==> src/rtl/core_seq_if.sv <==
// rtl/core_seq_if.sv - job handshake and instruction bundle between core_seq and its surroundings
interface core_seq_if #(parameter int aw = 4);
   logic          start;
   logic [aw-1:0] q_len;
   logic          norm_en;
   logic          data_valid;
   logic          data_rdy;
   logic          fifo_valid;
   logic          sum_ready;
   logic [19:0]   inst;
   logic          busy;
   logic          done;

   modport master (
      output start, q_len, norm_en, data_valid, fifo_valid, sum_ready,
      input  data_rdy, inst, busy, done
   );

   modport slave (
      input  start, q_len, norm_en, data_valid, fifo_valid, sum_ready,
      output data_rdy, inst, busy, done
   );
endinterface

==> src/rtl/core_seq.sv <==
// rtl/core_seq.sv - instruction sequencer running one attention-core job (load, preload, execute, drain, normalize)
module core_seq #(
   parameter int col = 8,
   parameter int aw  = 4
) (
   input  logic       clk,
   input  logic       reset,
   core_seq_if.slave  bus
);
   typedef enum logic [3:0] {IDLE, QLOAD, KLOAD, KPRE, EXEC, DRAIN, ACC, SYNC, DIV, DONE} state_t;

   localparam logic [aw-1:0] klast = aw'(col - 1);

   state_t        state;
   logic [aw-1:0] i;
   logic [aw-1:0] ql;
   logic [aw:0]   d;
   logic          ne, bub, ph;
   logic          kmem_rd_q, qmem_rd_q;

   logic          wr_fire, drain_fire, kmem_rd, qmem_rd;
   logic [aw:0]   d_end;
   logic [aw-1:0] i_last;
   logic [19:0]   inst;

   always_comb begin
      wr_fire    = (state == QLOAD || state == KLOAD) && bus.data_valid;
      d_end      = {1'b0, ql} + (aw+1)'(1);
      drain_fire = (state == EXEC || state == DRAIN) && bus.fifo_valid && (d <= {1'b0, ql});
      kmem_rd    = (state == KPRE) && !bub;
      qmem_rd    = (state == EXEC) && !bub;
      i_last     = (state == KPRE) ? klast : ql;
   end

   always_ff @(posedge clk) begin
      if (reset) begin
         state     <= IDLE;
         i         <= '0;
         ql        <= '0;
         d         <= '0;
         ne        <= 1'b0;
         bub       <= 1'b0;
         ph        <= 1'b0;
         kmem_rd_q <= 1'b0;
         qmem_rd_q <= 1'b0;
      end else begin
         // delayed copies line up execute/kernel-load with the SRAM read data
         kmem_rd_q <= kmem_rd;
         qmem_rd_q <= qmem_rd;
         if (drain_fire) d <= d + (aw+1)'(1);
         case (state)
            IDLE: if (bus.start) begin
               state <= QLOAD;
               ql    <= bus.q_len;
               ne    <= bus.norm_en;
               i     <= '0;
               d     <= '0;
            end
            QLOAD: if (wr_fire) begin
               if (i == ql) begin state <= KLOAD; i <= '0; end
               else i <= i + aw'(1);
            end
            KLOAD: if (wr_fire) begin
               if (i == klast) begin state <= KPRE; i <= '0; end
               else i <= i + aw'(1);
            end
            KPRE, EXEC: begin
               if (bub) begin
                  bub   <= 1'b0;
                  state <= (state == KPRE) ? EXEC : DRAIN;
               end else if (i == i_last) begin
                  bub <= 1'b1;
                  i   <= '0;
               end else i <= i + aw'(1);
            end
            DRAIN: if (d == d_end) state <= ne ? ACC : DONE;
            ACC, DIV: begin
               ph <= !ph;
               if (ph) begin
                  if (i == ql) begin
                     i     <= '0;
                     state <= (state == ACC) ? SYNC : DONE;
                  end else i <= i + aw'(1);
               end
            end
            SYNC: if (bus.sum_ready) state <= DIV;
            DONE: state <= IDLE;
            default: state <= IDLE;
         endcase
      end
   end

   always_comb begin
      inst    = '0;
      inst[7] = qmem_rd_q;
      inst[6] = kmem_rd_q;
      case (state)
         QLOAD: begin
            inst[4] = wr_fire;
            if (wr_fire) inst[15:12] = 4'(i);
         end
         KLOAD: begin
            inst[2] = wr_fire;
            if (wr_fire) inst[15:12] = 4'(i);
         end
         KPRE: begin
            inst[3] = kmem_rd;
            if (kmem_rd) inst[15:12] = 4'(i);
         end
         EXEC: begin
            inst[5] = qmem_rd;
            if (qmem_rd) inst[15:12] = 4'(i);
         end
         ACC, DIV: begin
            inst[1]    = !ph;
            inst[0]    = ph;
            inst[17]   = ph && (state == ACC);
            inst[18]   = ph && (state == DIV);
            inst[11:8] = 4'(i);
         end
         SYNC: inst[19] = 1'b1;
         default: ;
      endcase
      if (drain_fire) begin
         inst[16]   = 1'b1;
         inst[0]    = 1'b1;
         inst[11:8] = 4'(d[aw-1:0]);
      end
   end

   assign bus.inst     = inst;
   assign bus.data_rdy = (state == QLOAD) || (state == KLOAD);
   assign bus.busy     = (state != IDLE);
   assign bus.done     = (state == DONE);
endmodule

==> src/flat_wrapper.sv <==
// flat-port wrapper written by rule: the top's interface ports become plain ports
module core_seq_flat 
#(
   parameter int col = 8,
   parameter int aw  = 4
)
  (clk, reset, bus_start, bus_q_len, bus_norm_en, bus_data_valid, bus_fifo_valid, bus_sum_ready, bus_data_rdy, bus_inst, bus_busy, bus_done);
  core_seq_if #(.aw(aw)) bus_i ();
  input  logic clk;
  input  logic reset;
  input wire logic [$bits(bus_i.start)-1:0] bus_start;
  input wire logic [$bits(bus_i.q_len)-1:0] bus_q_len;
  input wire logic [$bits(bus_i.norm_en)-1:0] bus_norm_en;
  input wire logic [$bits(bus_i.data_valid)-1:0] bus_data_valid;
  input wire logic [$bits(bus_i.fifo_valid)-1:0] bus_fifo_valid;
  input wire logic [$bits(bus_i.sum_ready)-1:0] bus_sum_ready;
  output wire logic [$bits(bus_i.data_rdy)-1:0] bus_data_rdy;
  output wire logic [$bits(bus_i.inst)-1:0] bus_inst;
  output wire logic [$bits(bus_i.busy)-1:0] bus_busy;
  output wire logic [$bits(bus_i.done)-1:0] bus_done;
  assign bus_i.start = bus_start;
  assign bus_i.q_len = bus_q_len;
  assign bus_i.norm_en = bus_norm_en;
  assign bus_i.data_valid = bus_data_valid;
  assign bus_i.fifo_valid = bus_fifo_valid;
  assign bus_i.sum_ready = bus_sum_ready;
  assign bus_data_rdy = bus_i.data_rdy;
  assign bus_inst = bus_i.inst;
  assign bus_busy = bus_i.busy;
  assign bus_done = bus_i.done;
  core_seq #(.col(col), .aw(aw)) u_core (.clk(clk), .reset(reset), .bus(bus_i));
endmodule
==> config.mk <==
export PLATFORM = sky130hd
export DESIGN_NAME = core_seq_flat
export DESIGN_NICKNAME = d
export VERILOG_FILES = /design/src/rtl/core_seq_if.sv /design/src/rtl/core_seq.sv /design/src/flat_wrapper.sv
export SDC_FILE = /design/constraint.sdc
export NUM_CORES = 1
export LEC_CHECK = 0
export ABC_AREA = 1
export CAP_MARGIN = 20
export CORE_MARGIN = 2
export CORE_UTILIZATION = 56
export CTS_CLUSTER_DIAMETER = 60
export DETAILED_ROUTE_END_ITERATION = 8
export PLACE_DENSITY = 0.86
export SYNTH_ARGS = -nofsm -noshare
export SYNTH_HDL_FRONTEND = slang
export SYNTH_SLANG_ARGS = --single-unit
==> constraint.sdc <==
create_clock -name clk -period 3.7 [get_ports clk]
set_clock_uncertainty 0.2 [all_clocks]
set_input_delay 0.37 -clock clk [delete_from_list [all_inputs] [get_ports clk]]
set_output_delay 0.37 -clock clk [all_outputs]
set_load 0.05 [all_outputs]
# Word-level counts from Yosys, hierarchy flattened
# Index checks and enable logic that the tools add are counted.
# word_totals
register_bits	22
in_bits	11
output_inout_bits	23
# classes
add_sub_neg	3
magnitude_cmp	1
eq_ne	24
n_mux	44
n_reduce_logical	20
# op_table
op	n
4-bit 2-to-1 mux	26
4-bit case mux with 7 select lines	1
4-bit by 3-bit equality test with 1-bit output (second input constant)	5
4-bit case mux with 5 select lines	1
5-bit 2-to-1 mux	3
2-bit != test (second input constant)	6
4-bit case mux with 3 select lines	1
1-bit 2-to-1 mux	10
2-bit by 1-bit != test with 1-bit output (second input constant)	5
10-bit AND reduction	1
4-bit by 2-bit equality test with 1-bit output (second input constant)	2
4-bit equality test	2
4-bit equality test (second input constant)	2
1-bit logical AND	7
6-bit AND reduction	1
2-bit OR reduction	3
4-bit by 1-bit adder with 5-bit output (second input constant)	1
5-bit by 1-bit adder with 5-bit output (second input constant)	1
5-bit equality test	1
5-bit by 4-bit <= comparator with 1-bit output	1
5-bit nonzero test	1
4-bit by 1-bit adder with 4-bit output (second input constant)	1
4-bit by 1-bit equality test with 1-bit output (second input constant)	1
4-bit zero test	1
other kinds (5)	8

# Longest topological paths before layout
# Gate-level depths: netlist of run 1.
# logic_depth
word_depth	7
ltp_mapped	13
mapped_depth_nobuf	13

# Worst setup path after synthesis of run 1
# Ideal clock, no wire load.
# synth_path
path_type	reg2out
start	register u_core.state[0]
end	output bus_inst[12]
arrival_ns	2.288
t_required_ns	3.130
path_slack_ns	0.842
stages_incl_launch_ff	7
path_buffers	1
cell_sequence	dfxtp_1 -> buf_2 -> nor2_2 -> nand2_2 -> nor2_1 -> nor4_2 -> nor2_1
# synth_between
elab_chain_cells	5
word_cells_on_any_way	13
cone_classes	4 x eq/ne; 4 x mux; 5 x reduce/logical
# synth_lines
element	line	text
start: declaration	core_seq.sv:14	state_t state;
start signal: assignment	core_seq.sv:70	state <= (state == KPRE) ? EXEC : DRAIN;
start signal: assignment	core_seq.sv:76	DRAIN: if (d == d_end) state <= ne ? ACC : DONE;
start signal: assignment	core_seq.sv:82	state <= (state == ACC) ? SYNC : DONE;
4-bit by 1-bit equality test with 1-bit output / 4-bit by 2-bit equality test with 1-bit output (equally long branches)	core_seq.sv:27, core_seq.sv:97	
1-bit logical OR	core_seq.sv:27	wr_fire = (state == QLOAD || state == KLOAD) && bus.data_valid;
1-bit logical AND	core_seq.sv:27	
4-bit 2-to-1 mux	core_seq.sv:100, core_seq.sv:104	
4-bit case mux with 3 select lines (*)	core_seq.sv:97	case (state)
end: declaration	flat_wrapper.sv:18	output wire logic [$bits(bus_i.inst)-1:0] bus_inst;
# Every way passes the cells marked *; elsewhere a longest branch is shown, timed or not.

# Final worst setup path of run 1
# layout_path
start	register u_core.d[3]
end	output bus_inst[8]
# layout_between
elab_chain_cells	3
# layout_lines
element	line	text
start: declaration	core_seq.sv:17	logic [aw:0] d;
start signal: assignment	core_seq.sv:50	if (drain_fire) d <= d + (aw+1)'(1);
5-bit by 4-bit <= comparator with 1-bit output	core_seq.sv:29	drain_fire = (state == EXEC || state == DRAIN) && bus.fifo_valid && (d <= {1'b0, ql});
1-bit logical AND	core_seq.sv:29	
4-bit 2-to-1 mux	core_seq.sv:124	if (drain_fire) begin
# No other way between the ends.

==> metrics, run 1 <==
Post-synth EDFFs 0; CTS-repair resized insts 0; Final setup viols 0; Initial Util 58.65%; CTS Root Buffer Type clkbuf_4; crit path from u_core.d[3]$_SDFF_PP0_; core area 0.003053 mm²; aggregate global routing overflow 0; Fin. Hold Viols 0; Clock Tree Buf Depth 2; Cell Area, Synth 0.001790 mm²; number of clock sinks 22; routability cong. 0.9441; # rows 20; Mapped Nets 308; WL final 4.452 mm; Max Slew Vio Count 0; Cell Pwr Density 659.5 mW/mm²; Post-layout nets 336; Routed wire per std cell 12.37 µm; DR vias 1,910; initial antenna violation count 0; maximum vdd drop 416.3 µV; Slew @ Worst Pin 565.0 ps; ranking of synthesized cells by area dfxtp_1, nand2_1, nor2_1, nand3_1, inv_1; Max Cap Violations 0; post-DP HPWL 3.450 mm; Synth Area per Inst 6.174 µm²; DRC violations left 0; CP max FO 10; cell total after placement 357; Main synth FF type dfxtp_1; CTS HTree Levels 1; outcome completed; Die X 60.55 µm; post-synth cell types 32; Yosys Warn Count 0; Die Y 60.55 µm; Synth-to-Final Area Change 19.85%; setup TNS 0 ps; fraction of layout cells with a size suffix above 1 12.03%; Post-CTS Setup Repair Bufs 0; io pins 34; total CTS buffers 3; first-pass GRT wire length 7.341 mm; asr flop ratio synth 0%; Cell Count, Final, Fillers Out 360; largest net degree at the start of global routing 12; RSZ-0062 raised after global routing false; Period minus WS final 3242 ps; vias in the first global route 1,726; Req. time, crit path 3130 ps; Max Freq 308.5 MHz; Synth Instances 290; WS Path Type flop to primary output; Relative slew margins 62.02%; Fill cells 285; Seq. cell area 440.4 µm²; CTS tree built; hold path startpoint u_core.ph$_SDFFE_PP0N_; 1st-iter DRT viols 88; Hold Slack 270.7 ps; Startpoint Class flop; #FFs+latches synth 22; TritonRoute pass-1 iters 6; crit end category primary output; Design Power 1415 µW; CTS Hold Bufs 0; sequential-to-total area share from yosys stat 24.60%; Multi-input gate area 0.001151 mm²; Detail Route Antenna Nets 0; Critical Path AT 2670 ps; port buffer count 33; Synth top area share 24.60%; post-synth top area cell dfxtp_1; Worst Hold Class flop to flop; final critical-path share of the clock period 87.62%; all-layer global routing usage 26.29%; clock slew at reported path FFs 120 ps; Vias/cell 5.306; die footprint 0.003666 mm²; Antenna Cells 0; worst reg2reg startpoint u_core.d[3]$_SDFF_PP0_; worst skew pair latency 300 ps; leakage power 0.001030 µW
## critical path: stages, from the launching register on
cell and delay (ps):
dfxtp_1 500, ha_1 300, a21oi_1 150, o21ai_0 80, o21ai_0 90, nand2_2 170
inv_2 130, nand2_1 70, o21ai_0 70, clkdlybuf4s50_1 810
## state kept, by name, indices dropped and copies added, names as in the netlist
signal,count
u_core.i,4
u_core.state,4
u_core.qmem_rd_q,1
u_core.d,5
u_core.bub,1
u_core.kmem_rd_q,1
u_core.ql,4
u_core.ph,1
u_core.ne,1
## per-stage QoR
step	instance area (µm²)	setup WS (ps)	util, %
floorplan	1790	842.0	-
global placement	2123	873.8	69.55
detailed placement	2123	816.4	69.55
CTS	2146	465.5	70.29
global route	2146	186.9	70.29
finish	2146	458.2	70.29
## per-layer routing
layer  global-route usage [%]  routed length [µm]  vias to the layer above  share of wire (%)
li1                         -                   -                      972                  -
met5                        0                   0                        -                  0
met2                    42.24                1994                       89                 45
met4                    11.80                  99                        0                2.2
met1                    35.45                2068                      838                 46
met3                    3.198                 289                       11                6.5
## where the power goes
part | internal, µW | switching [µW] | total, µW
logic | 317 | 642 | 959
clock network | 37.9 | 69.9 | 108
registers | 286 | 62.5 | 348
## final timing paths
kind / cells after the start / end / slack (ps)
worst max register to register: 7 / u_core.d[3]$_SDFF_PP0_ / 1810
worst min register to register: 2 / u_core.ph$_SDFFE_PP0N_ / 270
worst max-delay path: 9 / bus_inst[8] / 460
worst min-delay path: 2 / u_core.ph$_SDFFE_PP0N_ / 270
## kinds of logic (layout without fill, tap and decap cells)
group                    Yosys count  count (layout)  synth area share [%]
AND/OR/NAND/NOR                  170             170                 45.49
buffers and inverters             49              75                 11.11
AO/OA/AOI/OAI                     35              35                 10.48
flip-flops                        22              22                 24.60
adder cells (fa/ha/maj)            7               7                 4.891
XOR/XNOR                           7               7                 3.424
## placed cells by master (no fill, tap or decap)
cell type        Yosys  routed
a211oi_1             1       1
a21oi_1             16      16
a21oi_2              1       1
and3_1               1       1
clkbuf_4             0       3
clkdlybuf4s50_1      0      33
dfxtp_1             22      22
ha_1                 7       7
inv_1               30      30
inv_2                9       9
nand2_1             71      71
nand2_2              9       9
nand2_4              3       3
nand3_1             25      25
nand3_2              3       3
nand3_4              1       1
nand3b_1             1       1
nand4_1              4       4
nor2_1              38      38
nor2_2               5       5
nor2_4               3       3
nor3_1               4       4
nor4_2               1       1
o2111ai_1            1       1
o21ai_0             13      13
o21ai_1              1       1
o22ai_1              2       2
or2_0                1       1
xnor2_1              1       1
xor2_1               6       6
## cell usage after synthesis (2+ instances only)
library cell  number
nor3_1             4
nand2_1           71
xor2_1             6
inv_2              9
nor2_1            38
inv_1             30
o21ai_0           13
nor2_4             3
nand2_2            9
clkbuf_1           4
nand2_4            3
nand4_1            4
buf_2              2
dfxtp_1           22
nor2_2             5
nand3_2            3
a21oi_1           16
buf_4              3
o22ai_1            2
nand3_1           25
ha_1               7
## layout make-up
class	count	area share (%)
multi-input combinational	219	53.64
sequential	22	20.52
timing repair buffer	33	15.39
inverter	39	6.822
tap	44	2.566
clock buffer	3	1.050
Note: power is estimated with default switching activity, not from simulation.
==> run 2, diff against run 1 <==
CORE_MARGIN = 3   (was 2)
==> run 2 against run 1 <==
  * Non-clock buffer count is the same
  * Setup slack gained 9.3 ps
  * Sequential power is essentially flat
  * Design area shrank 0.12%
  * Critical path depth grew 1
  * Core utilization grew 3.6 points
  * Hold slack gained 11 ps
  * Via count shrank 2.0%
  * Combinational power grew 0.7%
  * Register-to-register slack is essentially flat
==> metrics, run 2 (synthesis gave the netlist of run 1 again) <==
CP max FO 10 (unchanged); fraction of layout cells with a size suffix above 1 12.03% (unchanged); io pins 34 (unchanged); Final setup viols 0 (unchanged); port buffer count 33 (unchanged); hold path startpoint u_core.ph$_SDFFE_PP0N_; Initial Util 61.73% (+3.1 points); initial antenna violation count 0 (unchanged); Routed wire per std cell 12.51 µm (+1.1%); Period minus WS final 3233 ps (-9.318 ps); worst reg2reg startpoint u_core.i[0]$_SDFFE_PP0P_; Max Cap Violations 0 (unchanged); largest net degree at the start of global routing 12 (unchanged); Largest register FFs 5 (unchanged); Detail Route Antenna Nets 0 (unchanged); DR vias 1,871 (-2.0%); Startpoint Class flop; Die X 62.55 µm (+3.3%); Hold Path End u_core.ph$_SDFFE_PP0N_; most common cell after layout, fill and taps aside nand2_1; all-layer global routing usage 23.46% (-2.8 points); CTS Hold Bufs 0 (unchanged); Post-layout nets 336 (unchanged); combinational fraction of design power 67.7% (about the same); TritonRoute pass-1 iters 4 (-2); leakage power 0.001030 µW (unchanged); post-DP HPWL 3.452 mm (about the same); Crit-path slowest cell clkdlybuf4s50_1; flop2flop setup slack 1800 ps (about the same); CP Cell Sequence inv_1 -> ha_1 -> a21oi_1 -> o21ai_0 -> o21ai_0 -> nand2_2 -> inv_2 -> nand2_1 -> o21ai_0 -> clkdlybuf4s50_1; switch share 55.09% (+0.36 points); most frequent cells in the layout nand2_1, nor2_1, clkdlybuf4s50_1; FF-to-FF End u_core.state[2]$_SDFFE_PP0P_; 1st-iter DRT viols 196 (+120%); largest stage delay on the critical path 830 ps (+20 ps); Die Y 62.55 µm (+3.3%); Hold Slack 281.5 ps (+10.82 ps); Cells on Worst Hold Path 2 (unchanged); crit end category primary output; final critical-path share of the clock period 87.36% (-0.25 points); part of the power in registers 24.3% (-0.3 points); Fin. Hold Viols 0 (unchanged); total CTS buffers 3 (unchanged); Post-CTS Setup Repair Bufs 0 (unchanged); Cell Pwr Density 666.1 mW/mm² (+0.99%); Slew @ Worst Pin 523.3 ps (-41.63 ps); Antenna Cells 0 (unchanged); Worst Hold Class flop to flop; Max Slew Vio Count 0 (unchanged); Critical Path AT 2660 ps (about the same); WL final 4.477 mm (+0.56%); most used cell, CP o21ai_0; post-layout instance area 0.002143 mm² (-0.12%); WS Path Type flop to primary output; setup TNS 0 ps (unchanged); RSZ-0062 raised after global routing false; # rows 19 (-5.0%); Top reg by flops u_core.d; clock share of power 8.1% (+0.5 points); first-pass GRT wire length 7.679 mm (+4.6%); aggregate global routing overflow 0 (unchanged); Clock Tree Buf Depth 2 (unchanged); core area 0.002900 mm² (-5.0%); CTS Root Buffer Type clkbuf_4; die footprint 0.003912 mm² (+6.7%); Psw 786.5 µW (+1.5%); CTS-repair resized insts 0 (unchanged); Req. time, crit path 3130 ps (about the same); clock slew at reported path FFs 130 ps (about the same); CTS tree built; outcome completed; routability cong. 0.8869 (-6.1%); Vias/cell 5.226 (-1.5%); vias in the first global route 1,731 (+0.29%); Synth-to-Final Area Change 19.71%; number of clock sinks 22 (unchanged); reg2reg path depth 11 (+4); CTS HTree Levels 1 (unchanged); DRC violations left 0 (unchanged); worst skew pair latency 320 ps (+20 ps); internal power 641.1 µW (about the same); Max Freq 309.4 MHz (+0.29%); maximum vdd drop 542.8 µV (+30%); Relative slew margins 65.00% (+3.0 points); DP Area 0.002121 mm² (-0.12%)
-- run 2: cell counts in the layout (fill, tap and decap cells not counted) --
Identical to the previous run, type by type.
-- run 2: area by class of cell --
| class | instances | area, µm² |
|---|---|---|
| Multi-Input combinational cell | 219 | 1151 |
| Clock buffer | 3 | 22.52 |
| Inverter | 39 | 146.4 |
| Tap cell | 42 | 52.55 |
| Timing Repair Buffer | 33 | 330.3 |
| Sequential cell | 22 | 440.4 |
| Fill cell | 250 | 757.0 |
-- run 2: stage by stage --
step | setup slack [ps] | util (%) | total power, µW | instances
floorplan | 842.0 | - | 1085 | 290
global placement | 870.6 | 73.12 | 1283 | 355
detailed placement | 814.5 | 73.12 | 1299 | 355
CTS | 458.6 | 73.90 | 1414 | 358
global route | 235.2 | 73.90 | 1541 | 358
finish | 467.5 | 73.90 | 1428 | 358
-- run 2: worst max-delay path: cells and delay by family, from the launching register on --
kind / cells / cell delay [ps]
buffers and inverters: 3 / 1060
flip-flops: 1 / 390
AO/OA/AOI/OAI: 4 / 380
adder cells (fa/ha/maj): 1 / 290
AND/OR/NAND/NOR: 2 / 220
-- run 2: how the worst max path moves through the flow --
| stage | from | slack (ps) | end |
|---|---|---|---|
| floorplan | u_core.state[0]$_SDFFE_PP0P_ | 840 | bus_inst[12] |
| global placement | u_core.d[3]$_SDFF_PP0_ | 870 | bus_inst[8] |
| detailed placement | u_core.d[3]$_SDFF_PP0_ | 810 | bus_inst[8] |
| CTS | u_core.ql[3]$_SDFFE_PP0P_ | 460 | bus_inst[8] |
| global route | u_core.ql[3]$_SDFFE_PP0P_ | 240 | bus_inst[8] |
| finish | u_core.ql[3]$_SDFFE_PP0P_ | 470 | bus_inst[8] |
-- run 2: per-layer routing --
| layer | up-vias | global-route usage (%) | wire [µm] | share of wire (%) |
|---|---|---|---|---|
| met5 | - | 0 | 0 | 0 |
| met2 | 73 | 37.15 | 1941 | 43 |
| met1 | 817 | 32.17 | 2148 | 48 |
| met4 | 0 | 6.061 | 44 | 0.98 |
| li1 | 973 | - | - | - |
| met3 | 8 | 5.036 | 343 | 7.7 |
-- run 2: power groups by stage --
stage	Sequential [µW]	Clock, µW	Combinational, µW
2_1_floorplan	329	0	756
3_5_place_dp	351	0	948
6_report	346	115	966
3_3_place_gp	350	0	933
5_1_grt	355	122	1060
4_1_cts	345	115	954
==> run 3, diff against run 2 <==
REMOVE_ABC_BUFFERS = 1   (was not set)
==> run 3 against run 2 <==
  * Clock power fell by 8%
  * Critical path type unchanged
  * Final cell count unchanged
  * Die area did not move
==> metrics, run 3 (synthesis gave the netlist of run 1 again) <==
outcome completed; Startpoint Class flop; Req. time, crit path 3130 ps (about the same); number of clock sinks 22 (unchanged); Max Cap Violations 0 (unchanged); Max Freq 306.7 MHz (-0.86%); Largest register FFs 5 (unchanged); CTS HTree Levels 1 (unchanged); Max Slew Vio Count 0 (unchanged); most common cell after layout, fill and taps aside nand2_1; die footprint 0.003912 mm² (unchanged); aggregate global routing overflow 0 (unchanged); Critical Path AT 2690 ps (+30 ps); io pins 34 (unchanged); 1st-iter DRT viols 162 (-17%); Post-CTS Setup Repair Bufs 0 (unchanged); final critical-path share of the clock period 88.12% (+0.76 points); DP Area 0.002121 mm² (unchanged); most frequent cells in the layout nand2_1, nor2_1, clkdlybuf4s50_1; Cell Pwr Density 657.1 mW/mm² (-1.3%); Clock Tree Buf Depth 2 (unchanged); Antenna Cells 0 (unchanged); Die X 62.55 µm (unchanged); fraction of layout cells with a size suffix above 1 12.03% (unchanged); RSZ-0062 raised after global routing false; CTS Root Buffer Type clkbuf_4; WL final 4.422 mm (-1.2%); Relative slew margins 65.71% (+0.71 points); Top reg by flops u_core.d; CTS-repair resized insts 0 (unchanged); WS Path Type flop to primary output; crit end category primary output; core area 0.002900 mm² (unchanged); all-layer global routing usage 23.98% (+0.53 points); vias in the first global route 1,736 (+0.29%); Detail Route Antenna Nets 0 (unchanged); Vias/cell 5.226 (unchanged); worst skew pair latency 300 ps (-20 ps); post-layout instance area 0.002143 mm² (unchanged); DR vias 1,871 (unchanged); port buffer count 33 (unchanged); maximum vdd drop 489.2 µV (-9.9%); clock slew at reported path FFs 120 ps (about the same); DRC violations left 0 (unchanged); most used cell, CP o21ai_0; setup TNS 0 ps (unchanged); initial antenna violation count 0 (unchanged); Worst Hold Class flop to flop; Routed wire per std cell 12.35 µm (-1.2%); CTS tree built; TritonRoute pass-1 iters 4 (unchanged); routability cong. 0.9490 (+7.0%); Post-layout nets 336 (unchanged); Crit-path slowest cell clkdlybuf4s50_1; total CTS buffers 3 (unchanged); largest stage delay on the critical path 820 ps (about the same); CTS Hold Bufs 0 (unchanged); Slew @ Worst Pin 512.8 ps (-10.56 ps); Die Y 62.55 µm (unchanged); Period minus WS final 3260 ps (+27.96 ps); # rows 19 (unchanged); leakage power 0.001030 µW (unchanged); Fin. Hold Viols 0 (unchanged); flop2flop setup slack 1780 ps (-20 ps); post-DP HPWL 3.586 mm (+3.9%); Synth-to-Final Area Change 19.71% (unchanged); CP max FO 10 (unchanged); first-pass GRT wire length 7.769 mm (+1.2%); Initial Util 61.73% (unchanged); CP Cell Sequence inv_1 -> ha_1 -> a21oi_1 -> o21ai_0 -> o21ai_0 -> nand2_2 -> inv_2 -> nand2_1 -> o21ai_0 -> clkdlybuf4s50_1; largest net degree at the start of global routing 12 (unchanged); Final setup viols 0 (unchanged); Fill cells 262 (+4.8%)
-- run 3: cell counts in the layout (fill, tap and decap cells not counted) --
No cell type changed its count.
-- run 3: layer usage --
| metal | up-vias | share of wire, % | global-route usage, % |
|---|---|---|---|
| li1 | 978 | - | - |
| met1 | 852 | 47 | 33.52 |
| met2 | 39 | 48 | 39.41 |
| met3 | 2 | 4.9 | 3.777 |
| met4 | 0 | 0.43 | 3.857 |
| met5 | - | 0 | 0 |
-- run 3: layout make-up --
cell class                 instances  area (µm²)  share of cell area (%)
clock buffer                       3       22.52                   1.051
inverter                          39       146.4                   6.830
multi-input combinational        219        1151                   53.71
sequential                        22       440.4                   20.55
tap                               42       52.55                   2.452
timing repair buffer              33       330.3                   15.41
-- run 3: worst max-delay path: cells and delay by family (launching register included) --
kind                       cells  cell delay, ps
and+or+nand+nor                2             220
DFF                            1             390
adders and majority gates      1             300
AOI/OAI and AO/OA              4             410
buffers and inverters          3            1050
-- run 3: final timing paths --
check,start,end,cells after the start
worst max-delay path,u_core.ql[3]$_SDFFE_PP0P_,bus_inst[11],10
worst max register to register,u_core.ql[3]$_SDFFE_PP0P_,u_core.d[3]$_SDFF_PP0_,8
worst min-delay path,u_core.ph$_SDFFE_PP0N_,u_core.ph$_SDFFE_PP0N_,2
worst min register to register,u_core.ph$_SDFFE_PP0N_,u_core.ph$_SDFFE_PP0N_,2
-- run 3: metrics by stage --
stage | power [µW] | cells | hold WS (ps) | setup WS [ps] | utilization (%)
floorplan | 1072 | 280 | 232.4 | 833.4 | -
CTS | 1409 | 358 | 281.0 | 448.8 | 73.90
global placement | 1284 | 355 | 251.6 | 870.8 | 73.12
finish | 1408 | 358 | 272.5 | 439.5 | 73.90
global route | 1540 | 358 | 314.6 | 228.6 | 73.90
detailed placement | 1299 | 355 | 264.5 | 804.5 | 73.12
-- run 3: report_power, final --
part | total (µW) | leakage [µW] | switching, µW | internal, µW
sequential | 348 | 0.000180 | 61.8 | 286
combinational | 955 | 0.000836 | 637 | 318
clock | 106 | 0.0000138 | 68.2 | 38.0
total | 1410 | 0.00103 | 767 | 642
